===== config.mk =====
export PLATFORM = sky130hd
export DESIGN_NAME = vram_swap_ctrl_flat
export DESIGN_NICKNAME = d
export VERILOG_FILES = /design/src/rtl/vram_swap_if.sv /design/src/rtl/vram_swap_ctrl.sv /design/src/flat_wrapper.sv
export SDC_FILE = /design/constraint.sdc
export NUM_CORES = 1
export LEC_CHECK = 0
export ABC_CLOCK_PERIOD_IN_PS = 1800
export CORE_MARGIN = 1
export CORE_UTILIZATION = 45
export CTS_CLUSTER_DIAMETER = 120
export DETAILED_ROUTE_END_ITERATION = 6
export MAX_ROUTING_LAYER = met4
export PLACE_DENSITY = 0.73
export SLEW_MARGIN = 5
export SYNTH_ARGS = -nofsm -noshare
export SYNTH_HDL_FRONTEND = slang
export SYNTH_SLANG_ARGS = --single-unit

===== constraint.sdc =====
create_clock -name clk -period 1.8 [get_ports clk]
set_input_delay 0.36 -clock clk [delete_from_list [all_inputs] [get_ports clk]]
set_output_delay 0.36 -clock clk [all_outputs]
set_load 0.02 [all_outputs]

===== src/rtl/vram_swap_if.sv =====
// vram_swap_if -- signal bundle between the swap controller and its
// neighbours (CPU register block, video timing generator, VRAM).
//
// Signal semantics (there is no valid/ready pair on this bundle):
//   vblank_start : one-cycle pulse, first cycle of vblank.
//   sync_req     : one-cycle pulse, CPU asks for a swap at the next vblank.
//   auto_swap_en : level, request a swap at every vblank_start.
//   cpu_wr_busy  : level, CPU writer still has a write in flight.
//   swap         : one-cycle strobe to the VRAM bank toggle.
//   cpu_wr_block : level, CPU writer must not start new VRAM writes.
//   sync_pending : level, a request is latched and not yet served.
//   sync_done    : one-cycle pulse, the cycle after swap.
//   missed_cnt   : saturating count of windows that expired unserved.
//
// Modports:
//   master : the side that drives the requests/timing (CPU block, bench).
//   slave  : the swap controller.
interface vram_swap_if #(
   parameter int MISS_W = 8
);
   logic              vblank_start;
   logic              sync_req;
   logic              auto_swap_en;
   logic              cpu_wr_busy;
   logic              swap;
   logic              cpu_wr_block;
   logic              sync_pending;
   logic              sync_done;
   logic [MISS_W-1:0] missed_cnt;

   modport master (
      output vblank_start, sync_req, auto_swap_en, cpu_wr_busy,
      input  swap, cpu_wr_block, sync_pending, sync_done, missed_cnt
   );

   modport slave (
      input  vblank_start, sync_req, auto_swap_en, cpu_wr_busy,
      output swap, cpu_wr_block, sync_pending, sync_done, missed_cnt
   );
endinterface


===== src/rtl/vram_swap_ctrl.sv =====
// vram_swap_ctrl -- issues the one-cycle VRAM bank swap strobe.
//
// A swap request (CPU sync_req, or auto_swap_en at vblank_start) is served
// inside a bounded window after vblank_start, only once the CPU write path
// has drained. CPU writes are fenced from the window start until
// SETTLE_CYCLES cycles after the swap.
//
// Ports:
//   clk       : system clock
//   rst_n     : asynchronous active-low reset
//   bus       : vram_swap_if.slave (requests, timing, swap, fence, status)
//   state_dbg : current FSM state (0 IDLE, 1 ARMED, 2 WINDOW, 3 SWAP, 4 SETTLE)
module vram_swap_ctrl #(
   parameter int WINDOW_CYCLES = 64,
   parameter int SETTLE_CYCLES = 4,
   parameter int MISS_W        = 8
) (
   input  logic           clk,
   input  logic           rst_n,
   vram_swap_if.slave     bus,
   output logic [2:0]     state_dbg
);

   localparam int WIN_W = $clog2(WINDOW_CYCLES + 1);
   localparam int SET_W = $clog2(SETTLE_CYCLES + 1);
   localparam logic [WIN_W-1:0] WIN_LAST = WIN_W'(WINDOW_CYCLES - 1);
   localparam logic [SET_W-1:0] SET_LAST = SET_W'(SETTLE_CYCLES - 1);

   typedef enum logic [2:0] {
      IDLE   = 3'd0,
      ARMED  = 3'd1,
      WINDOW = 3'd2,
      SWAP   = 3'd3,
      SETTLE = 3'd4
   } state_t;

   state_t            state_q, state_d;
   logic [WIN_W-1:0]  win_cnt;
   logic [SET_W-1:0]  set_cnt;
   logic              sticky_q;
   logic              block_q;
   logic [MISS_W-1:0] missed_q;

   logic settle_last;
   logic win_last;
   logic win_expire;
   logic sticky_set;

   assign settle_last = (set_cnt == SET_LAST);
   assign win_last    = (win_cnt == WIN_LAST);
   assign win_expire  = (state_q == WINDOW) && bus.cpu_wr_busy && win_last;

   // A request seen while the swap is in progress is remembered so the
   // controller re-arms on exit instead of dropping it. auto_swap_en only
   // counts here when a vblank actually lands inside SETTLE.
   assign sticky_set = (((state_q == SWAP) || (state_q == SETTLE)) && bus.sync_req)
                     || ((state_q == SETTLE) && bus.auto_swap_en && bus.vblank_start);

   // State register and counters
   always_ff @(posedge clk or negedge rst_n) begin
      if (!rst_n) begin
         state_q  <= IDLE;
         win_cnt  <= '0;
         set_cnt  <= '0;
         sticky_q <= 1'b0;
         block_q  <= 1'b0;
         missed_q <= '0;
      end else begin
         state_q <= state_d;
         // Counters sit at zero outside their state, so entry loads 0.
         win_cnt <= (state_q == WINDOW) ? win_cnt + 1'b1 : '0;
         set_cnt <= (state_q == SETTLE) ? set_cnt + 1'b1 : '0;
         if ((state_q == SETTLE) && settle_last)
            sticky_q <= 1'b0;
         else if (sticky_set)
            sticky_q <= 1'b1;
         // Fence follows the next state so it is registered yet aligned
         // with the WINDOW/SWAP/SETTLE cycles.
         block_q <= (state_d == WINDOW) || (state_d == SWAP) || (state_d == SETTLE);
         if (win_expire && (missed_q != {MISS_W{1'b1}}))
            missed_q <= missed_q + 1'b1;
      end
   end

   // Next-state logic
   always_comb begin
      state_d = state_q;
      case (state_q)
         IDLE: begin
            if (bus.vblank_start && (bus.auto_swap_en || bus.sync_req))
               state_d = WINDOW;
            else if (bus.sync_req)
               state_d = ARMED;
         end
         ARMED: begin
            if (bus.vblank_start)
               state_d = WINDOW;
         end
         WINDOW: begin
            if (!bus.cpu_wr_busy)
               state_d = SWAP;
            else if (win_last)
               state_d = ARMED;
         end
         SWAP:   state_d = SETTLE;
         SETTLE: begin
            if (settle_last)
               state_d = (sticky_q || sticky_set) ? ARMED : IDLE;
         end
         default: state_d = IDLE;
      endcase
   end

   // Outputs: swap/sync_done/sync_pending decode state only.
   always_comb begin
      bus.swap         = 1'b0;
      bus.sync_done    = 1'b0;
      bus.sync_pending = 1'b0;
      bus.cpu_wr_block = block_q;
      bus.missed_cnt   = missed_q;
      state_dbg        = state_q;
      case (state_q)
         ARMED:   bus.sync_pending = 1'b1;
         WINDOW:  bus.sync_pending = 1'b1;
         SWAP:    bus.swap         = 1'b1;
         SETTLE:  bus.sync_done    = (set_cnt == '0);
         default: ;
      endcase
   end

endmodule


===== src/flat_wrapper.sv =====
// flat-port wrapper written by rule: the top's interface ports become plain ports
module vram_swap_ctrl_flat 
#(
   parameter int WINDOW_CYCLES = 64,
   parameter int SETTLE_CYCLES = 4,
   parameter int MISS_W        = 8
)
  (clk, rst_n, state_dbg, bus_vblank_start, bus_sync_req, bus_auto_swap_en, bus_cpu_wr_busy, bus_swap, bus_cpu_wr_block, bus_sync_pending, bus_sync_done, bus_missed_cnt);
  vram_swap_if #(.MISS_W(MISS_W)) bus_i ();
  input  logic clk;
  input  logic rst_n;
  output logic [2:0] state_dbg;
  input wire logic [$bits(bus_i.vblank_start)-1:0] bus_vblank_start;
  input wire logic [$bits(bus_i.sync_req)-1:0] bus_sync_req;
  input wire logic [$bits(bus_i.auto_swap_en)-1:0] bus_auto_swap_en;
  input wire logic [$bits(bus_i.cpu_wr_busy)-1:0] bus_cpu_wr_busy;
  output wire logic [$bits(bus_i.swap)-1:0] bus_swap;
  output wire logic [$bits(bus_i.cpu_wr_block)-1:0] bus_cpu_wr_block;
  output wire logic [$bits(bus_i.sync_pending)-1:0] bus_sync_pending;
  output wire logic [$bits(bus_i.sync_done)-1:0] bus_sync_done;
  output wire logic [$bits(bus_i.missed_cnt)-1:0] bus_missed_cnt;
  assign bus_i.vblank_start = bus_vblank_start;
  assign bus_i.sync_req = bus_sync_req;
  assign bus_i.auto_swap_en = bus_auto_swap_en;
  assign bus_i.cpu_wr_busy = bus_cpu_wr_busy;
  assign bus_swap = bus_i.swap;
  assign bus_cpu_wr_block = bus_i.cpu_wr_block;
  assign bus_sync_pending = bus_i.sync_pending;
  assign bus_sync_done = bus_i.sync_done;
  assign bus_missed_cnt = bus_i.missed_cnt;
  vram_swap_ctrl #(.WINDOW_CYCLES(WINDOW_CYCLES), .SETTLE_CYCLES(SETTLE_CYCLES), .MISS_W(MISS_W)) u_core (.clk(clk), .rst_n(rst_n), .bus(bus_i), .state_dbg(state_dbg));
endmodule

==> results of run 1 <==
placed cells by master (no fill, tap or decap), types with 3 or more instances in the layout:
| cell type | n |
|---|---|
| ha_1 | 4 |
| dfrtp_2 | 3 |
| a31oi_1 | 3 |
| clkbuf_4 | 3 |
| mux2_4 | 3 |
| o21ai_0 | 3 |
| dfrtp_1 | 20 |
| dlygate4sd2_1 | 3 |
| buf_4 | 17 |
| nor3_1 | 3 |
| nor2_1 | 11 |
| inv_1 | 4 |
| nand3_1 | 5 |
| nand2_1 | 7 |
| clkdlybuf4s50_1 | 12 |
| xor2_1 | 6 |
power by group through the flow:
stage / Sequential (mW) / Clock [mW] / Combinational [mW]
floorplan: 0.690 / 0 / 0.380
global placement: 0.639 / 0 / 0.696
detailed placement: 0.643 / 0 / 0.710
CTS: 0.634 / 0.257 / 0.704
global route: 0.642 / 0.274 / 0.769
finish: 0.634 / 0.247 / 0.707
worst max-delay path, stage by stage, from the launching register on:
cell,delay [ps]
dfrtp_1,390
ha_2,200
nand3_2,100
or4_4,580
nor4_4,180
mux2_4,320
metal layers:
metal  up-vias  GRT usage, %  wire length [um]
met3         7         7.018               118
met4         0         7.658                35
met1       463         25.28              1090
met5         -             -                 0
met2        22         38.68              1237
li1        456             -                 -
kinds of logic after synthesis:
logic type	share of synthesized area, %
AOI/OAI and AO/OA	8.948
xor gates and xnor gates	7.047
adders and majority gates	5.593
buffers and inverters	3.467
DFF	51.45
muxes	3.020
and+or+nand+nor	20.47
repair_timing:
action | CTS | global route
resized for setup | 15 | 8
hold buffers | 0 | 0
setup buffers | 1 | 1
pin swaps | 2 | 1
endpoints found under the setup margin | 14 | 14
worst paths after layout:
check	from	endpoint	slack, ps	depth (start not counted)
hold reg to reg	u_core.set_cnt[0]	u_core.set_cnt[0]	470	1
max in group asynchronous	rst_n	u_core.state_dbg[2]	1170	2
min in group clk	u_core.set_cnt[0]	u_core.set_cnt[0]	470	1
hold / removal	rst_n	u_core.win_cnt[4]	380	2
setup reg to reg	u_core.win_cnt[1]	u_core.bus.missed_cnt[7]	-50	5
setup / recovery	u_core.win_cnt[1]	u_core.bus.missed_cnt[7]	-50	5
state kept, by name, indices dropped and copies added (netlist names):
register	cells
u_core.bus.missed_cnt	8
u_core.win_cnt	7
u_core.set_cnt	3
u_core.state_dbg	3
u_core.bus.cpu_wr_block	1
u_core.sticky_q	1
area by class of cell:
class | instances | area (um^2)
fill | 189 | 725.7
clock buffer | 4 | 26.28
timing repair buffer | 37 | 319.1
inverter | 4 | 15.01
tap | 28 | 35.03
sequential | 23 | 579.3
multi-input combinational | 77 | 575.6
==> results.yml, run 1 <==
status:
  status: "complete, but fails checks"
  violations: "negative setup slack"
sta:
  skew_ps: 1.114
  drv_slew: 0
  period_minus_slack_ps: 1850
  setup_ws_ps: -50.10
  finalHoldViolations: 0
  worst_hold_slack_ps: 380.2
  rsz0062_at_grt: "yes"
  fmax_mhz: 540.5
  fin_setup_tns_ps: -121.8
  maxSlewHeadroom_pct: 71.06
  finalCritPeriodShare_pct: 102.8
  setup_viol: 4
  tightest_slew_ps: 431.2
synth:
  syn_nets: 120
  seq_area_frac_synth_pct: 51.45
  yosysTopAreaCellShare_pct: 51.45
  yosysMostFrequentCell: "dfrtp_1"
  yosys-top-cells-area: "dfrtp_1, ha_1, xor2_1, nor2_1, nand2_1"
  synthArstFlopShare_pct: 100.0
  synth_common_cells: "dfrtp_1, nor2_1, nand2_1"
  synth_top_cell_by_area: "dfrtp_1"
  avgSynthCellArea_um2: 10.26
  synth_edf_count: 0
  synth_area_um2: 1119
  synth_cell_types: 32
  synth_cells: 109
  ys_seq_elements: 23
  synth_warnings: 0
  synth-main-ff-cell: "dfrtp_1"
die:
  num_io_pins: 21
  start_util_pct: 49.15
  rows: 17
  die_area_um2: 2689
  die_w_um: 51.86
  coreArea_um2: 2276
  die_y_um: 51.86
clock_tree:
  h-tree-depth: 1
  path_clk_slew_ps: 120
  worst_skew_pair.late_latency_ps: 320
  cts_tree: "done"
  cts.sinks: 23
  root_buffer: "clkbuf_4"
  cts_buffer_depth: 2
  cts_made_buffers: 3
grt:
  grt_pass1_wl_um: 4326
  grt_pass1_vias: 997
  grt_usage_pct: 22.80
  antenna_found_initial: 0
  overflow: 0
  grt_max_degree: 24
routing:
  ant_nets: 0
  drt_iter0_markers: 9
  wire_per_inst_um: 14.34
  drt-total-wl_um: 2481
  drt_drc_violations_left: 0
  drt_pass1_iterations: 4
  dr_total_vias: 948
  viasPerCell: 5.480
power:
  leakage_nw: 0.7271
  power_mw: 1.588
  clock_power_share_pct: 15.5
  p_switching_mw: 0.5955
  p_per_area_nw_per_um2: 1024
  ir_drop_mv: 0.7920
  netSwitchingFraction_pct: 37.50
  combinationalPowerShare_pct: 44.5
  p_int_mw: 0.9923
  seq_power_share_pct: 39.9
worst_setup_path:
  cp_max_fo: 6
  required_ps: 2020
  critPathKind: "reg -> reg"
  cp.arrival_ps: 2070
  worstSetupStartpointType: "flop"
  cp-end-kind: "flop"
placement:
  hpwl_um: 1732
  gp_congestion: 0.7705
  dp_cells: 167
  place_area_um2: 1475
  post-place-ws_ps: -415.4
  io_buffers: 20
layout:
  final_area_um2: 1550
  final_util_pct: 68.11
  drive_above_1_share_pct: 27.59
  instances_no_fill: 173
  area_growth_pct: 38.59
  layout.nets: 157
  antenna_cells: 0
worst_hold_path:
  hold_path_class: "in -> async"
flow_run:
  maxCapViolCount: 0
Note: power is estimated with default switching activity, not from simulation.
==> inputs of run 2 (changes only) <==
--- a/config.mk
+++ b/config.mk
@@ -5,13 +5,14 @@
 export SDC_FILE = /design/constraint.sdc
 export NUM_CORES = 1
 export LEC_CHECK = 0
+export ABC_AREA = 1
 export ABC_CLOCK_PERIOD_IN_PS = 1800
 export CORE_MARGIN = 1
-export CORE_UTILIZATION = 45
+export CORE_UTILIZATION = 47
 export CTS_CLUSTER_DIAMETER = 120
 export DETAILED_ROUTE_END_ITERATION = 6
 export MAX_ROUTING_LAYER = met4
-export PLACE_DENSITY = 0.73
+export PLACE_DENSITY = 0.75
 export SLEW_MARGIN = 5
 export SYNTH_ARGS = -nofsm -noshare
 export SYNTH_HDL_FRONTEND = slang
==> constraint.sdc (replaced) <==
create_clock -name clk -period 1.8 [get_ports clk]
set_input_delay 0.27 -clock clk [delete_from_list [all_inputs] [get_ports clk]]
set_output_delay 0.27 -clock clk [all_outputs]
set_load 0.02 [all_outputs]
==> results.yml, run 2 <==
routing:
  drt-total-wl_um: 2526
  drt_pass1_iterations: 4
  drt_drc_violations_left: 0
  drt_iter0_markers: 17
  ant_nets: 0
  wire_per_inst_um: 11.53
  viasPerCell: 5.027
  dr_total_vias: 1101
synth:
  synth_warnings: 0
  ys_seq_elements: 23
  yosys-top-cells-area: "dfrtp_1, nand2_1, inv_1, nand3_1, ha_1"
  synth_edf_count: 0
  synth_area_um2: 1252
  yosysMostFrequentCell: "nand2_1"
  syn_nets: 172
  seq_area_frac_synth_pct: 45.95
  synth-main-ff-cell: "dfrtp_1"
  yosysTopAreaCellShare_pct: 45.95
  synth_top_cell_by_area: "dfrtp_1"
  synth_cell_types: 19
  synth_cells: 161
  avgSynthCellArea_um2: 7.779
  synthArstFlopShare_pct: 100.0
  synth_common_cells: "nand2_1, dfrtp_1, inv_1"
clock_tree:
  root_buffer: "clkbuf_4"
  path_clk_slew_ps: 120
  holdBufCountCts: 0
  cts_tree: "done"
  post-cts-setup-buffers: 0
  h-tree-depth: 1
  cts_buffer_depth: 2
  cts.repair.resized: 3
  cts.sinks: 23
  cts_made_buffers: 3
  worst_skew_pair.late_latency_ps: 300
layout:
  fill_cells: 237
  final_cell_mix: "nand2_1, inv_1, dfrtp_1, clkdlybuf4s50_1, nor2_1"
  seqCellArea_um2: 575.6
  antenna_cells: 0
  drive_above_1_share_pct: 8.995
  largest_reg_flops: 8
  area_growth_pct: 22.98
  multi_input_area_um2: 583.1
  final_util_pct: 61.61
  final_area_um2: 1540
  mostFrequentLayoutCell: "nand2_1"
  layout.nets: 201
power:
  ir_drop_mv: 0.8434
  p_per_area_nw_per_um2: 942.6
  leakage_nw: 0.8130
grt:
  grt_max_degree: 24
  grt_usage_pct: 21.36
  grt_pass1_wl_um: 4243
  grt_pass1_vias: 1073
  antenna_found_initial: 0
  overflow: 0
worst_setup_path:
  slowest_delay_ps: 660
  cp_max_fo: 7
  crit_chain: "clkdlybuf4s50_1"
  critPathBufInv: 1
  critPathKind: "reg -> out"
  crit_slowest_cell: "clkdlybuf4s50_1"
  cp.arrival_ps: 1450
  cpLargestDelayFamily: "buffers and inverters"
  required_ps: 1530
  worstSetupStartpointType: "flop"
  cp-end-kind: "output pin"
die:
  rows: 18
  num_io_pins: 21
  die_area_um2: 2875
  die_y_um: 53.62
  start_util_pct: 50.10
  die_w_um: 53.62
  coreArea_um2: 2500
status:
  status: "finished, final reports clean"
flow_run:
  maxCapViolCount: 0
placement:
  io_buffers: 20
  gp_congestion: 0.8690
  place_area_um2: 1520
  hpwl_um: 1902
  post-place-ws_ps: 99.27
sta:
  tightest_slew_ps: 289.0
  finalCritPeriodShare_pct: 95.80
  drv_slew: 0
  finalHoldViolations: 0
  period_minus_slack_ps: 1724
  worst_hold_slack_ps: 303.6
  skew_ps: 2.252
  setup_viol: 0
  fmax_mhz: 579.9
  rsz0062_at_grt: "no"
  maxSlewHeadroom_pct: 80.74
  fin_setup_tns_ps: 0
  setup_ws_ps: 75.57
worst_hold_path:
  hold_path_class: "in -> async"
==> run 2: changes by cell type in the layout (fill, tap and decap cells not counted), sizes merged, moves of 3 or more <==
cell	change
a21oi	+5
a31oi	-3
and3	-3
buf	-15
clkdlybuf4s50	+5
inv	+21
mux2	-3
nand2	+47
nand3	+10
nor2	+6
nor4	-4
xor2	-3
==> run 2: metal layers <==
| layer | vias to the layer above | global-route usage, % | part of all wire [%] |
|---|---|---|---|
| met5 | - | - | 0 |
| met4 | 0 | 8.772 | 0.91 |
| met3 | 4 | 3.107 | 3.5 |
| met2 | 22 | 39.17 | 53 |
| met1 | 521 | 22.78 | 43 |
| li1 | 554 | - | - |
==> run 2: path summary, 6_finish.rpt <==
path | from | end | slack [ps] | depth (start not counted)
max in group asynchronous | rst_n | u_core.win_cnt[2] | 1270 | 2
setup reg to reg | u_core.bus.missed_cnt[0] | u_core.bus.missed_cnt[2] | 360 | 7
setup / recovery | u_core.bus.missed_cnt[2] | bus_missed_cnt[2] | 80 | 1
min in group clk | u_core.set_cnt[0] | u_core.set_cnt[0] | 470 | 1
hold reg to reg | u_core.set_cnt[0] | u_core.set_cnt[0] | 470 | 1
hold / removal | rst_n | u_core.win_cnt[4] | 300 | 2
==> run 2: final cells by class <==
class,count,share of cell area (%)
Timing Repair Buffer,24,14.54
Clock buffer,4,1.706
Sequential cell,23,37.37
Inverter,25,6.093
Multi-Input combinational cell,113,37.86
Tap cell,30,2.437
==> run 2: per-stage QoR <==
step           power, mW  instances
6_report           1.452        219
5_1_grt            1.560        219
4_1_cts            1.459        219
3_5_place_dp       1.245        215
3_3_place_gp       1.222        215
2_1_floorplan     0.9797        161
==> run 2: cells by family after synthesis <==
kind of cell,share of synthesized area [%]
flops,45.95
simple gates,33.67
buf+inv,7.493
compound gates,4.395
fa+ha+maj,4.995
xor+xnor,3.497
==> run 2: where the power goes <==
part / switching (mW) / internal, mW
Clock: 0.145 / 0.0864
Combinational: 0.335 / 0.239
Sequential: 0.0642 / 0.582
Total: 0.544 / 0.908
==> inputs of run 3 (changes only) <==
--- a/config.mk
+++ b/config.mk
@@ -12,7 +12,7 @@
 export CTS_CLUSTER_DIAMETER = 120
 export DETAILED_ROUTE_END_ITERATION = 6
 export MAX_ROUTING_LAYER = met4
-export PLACE_DENSITY = 0.75
+export PLACE_DENSITY = 0.71
 export SLEW_MARGIN = 5
 export SYNTH_ARGS = -nofsm -noshare
 export SYNTH_HDL_FRONTEND = slang
==> results.yml, run 3 (synthesized netlist as in run 2, its figures left out) <==
power:
  leakage_nw: 0.8165
  p_per_area_nw_per_um2: 943.1
  power_mw: 1.458
  ir_drop_mv: 0.7906
routing:
  ant_nets: 0
  drt_drc_violations_left: 0
  dr_total_vias: 1055
  drt-total-wl_um: 2353
  viasPerCell: 4.817
  drt_iter0_markers: 10
  drt_pass1_iterations: 4
  wire_per_inst_um: 10.74
grt:
  grt_pass1_wl_um: 4091
  grt_max_degree: 24
  grt_usage_pct: 20.37
  overflow: 0
  grt_pass1_vias: 992
  antenna_found_initial: 0
placement:
  gp_congestion: 0.8225
  hpwl_um: 1795
  io_buffers: 20
worst_setup_path:
  r2r_cells: 7
  critPathKind: "reg -> out"
  worstSetupStartpointType: "flop"
  cp-end-kind: "output pin"
  cp.arrival_ps: 1450
  cp_max_fo: 4
  required_ps: 1530
sta:
  maxSlewHeadroom_pct: 80.75
  finalCritPeriodShare_pct: 95.80
  fin_setup_tns_ps: 0
  fmax_mhz: 579.9
  setup_viol: 0
  worst_hold_slack_ps: 304.8
  drv_slew: 0
  skew_ps: 0.6719
  finalHoldViolations: 0
  period_minus_slack_ps: 1724
  tightest_slew_ps: 288.8
layout:
  layout.nets: 201
  final_util_pct: 61.86
  final_cell_mix: "nand2_1, inv_1, dfrtp_1, clkdlybuf4s50_1"
  drive_above_1_share_pct: 9.524
  largest_reg_flops: 8
  area_growth_pct: 23.48
  mostFrequentLayoutCell: "nand2_1"
  antenna_cells: 0
clock_tree:
  worst_skew_pair.late_latency_ps: 300
  path_clk_slew_ps: 120
  holdBufCountCts: 0
  cts_made_buffers: 3
  root_buffer: "clkbuf_4"
  h-tree-depth: 1
  cts.sinks: 23
  cts_tree: "done"
  cts_buffer_depth: 2
die:
  rows: 18
  die_w_um: 53.62
  num_io_pins: 21
  die_y_um: 53.62
  coreArea_um2: 2500
  start_util_pct: 50.10
  die_area_um2: 2875
status:
  status: "finished, final reports clean"
flow_run:
  maxCapViolCount: 0
worst_hold_path:
  hold_path_class: "in -> async"
## run 3: final cells by class
cell class	instances	area [um^2]
clock buffer	4	26.28
fill	235	953.4
inverter	25	93.84
multi-input combinational	113	585.6
sequential	23	576.8
tap	30	37.54
timing repair buffer	24	226.5
## run 3: worst paths after layout
check                      slack (ps)                       end                      from
setup / recovery                   80             bus_sync_done       u_core.state_dbg[1]
hold / removal                    300         u_core.win_cnt[4]                     rst_n
setup reg to reg                  380  u_core.bus.missed_cnt[2]  u_core.bus.missed_cnt[0]
hold reg to reg                   470         u_core.set_cnt[0]         u_core.set_cnt[0]
max in group asynchronous        1250       u_core.state_dbg[0]                     rst_n
min in group clk                  470         u_core.set_cnt[0]         u_core.set_cnt[0]
## run 3: routing by layer
| metal | track usage (%) | share of wire [%] | up-vias |
|---|---|---|---|
| li1 | - | - | 557 |
| met1 | 25.53 | 50 | 480 |
| met2 | 32.71 | 47 | 16 |
| met3 | 2.542 | 2.5 | 2 |
| met4 | 9.211 | 0.51 | 0 |
| met5 | - | 0 | - |
## run 3: report_power, final
| group | total [mW] | internal, mW | leakage [nW] | switching [mW] |
|---|---|---|---|---|
| Clock | 0.232 | 0.0863 | 0.0150 | 0.146 |
| Combinational | 0.576 | 0.241 | 0.495 | 0.335 |
| Sequential | 0.650 | 0.584 | 0.307 | 0.0662 |
| Total | 1.46 | 0.911 | 0.817 | 0.547 |
## run 3: repair_timing
action	4_1_cts	5_1_grt
cloned	0	0
endpoints found under the setup margin	3	1
gates resized for setup	3	2
buffers inserted	0	0
## run 3: worst max-delay path, stage by stage, from the launching register on
cell and delay [ps]:
dfrtp_1 450, nor2_2 190, nand2_1 100, nor2_1 90
dlygate4sd2_1 330
## run 3: metrics by stage
step / area (um^2) / setup WS [ps] / cells
floorplan: 1252 / 387.9 / 161
global placement: 1520 / 141.1 / 215
detailed placement: 1520 / 110.4 / 215
CTS: 1543 / 34.68 / 219
global route: 1546 / -17.23 / 219
finish: 1546 / 75.66 / 219
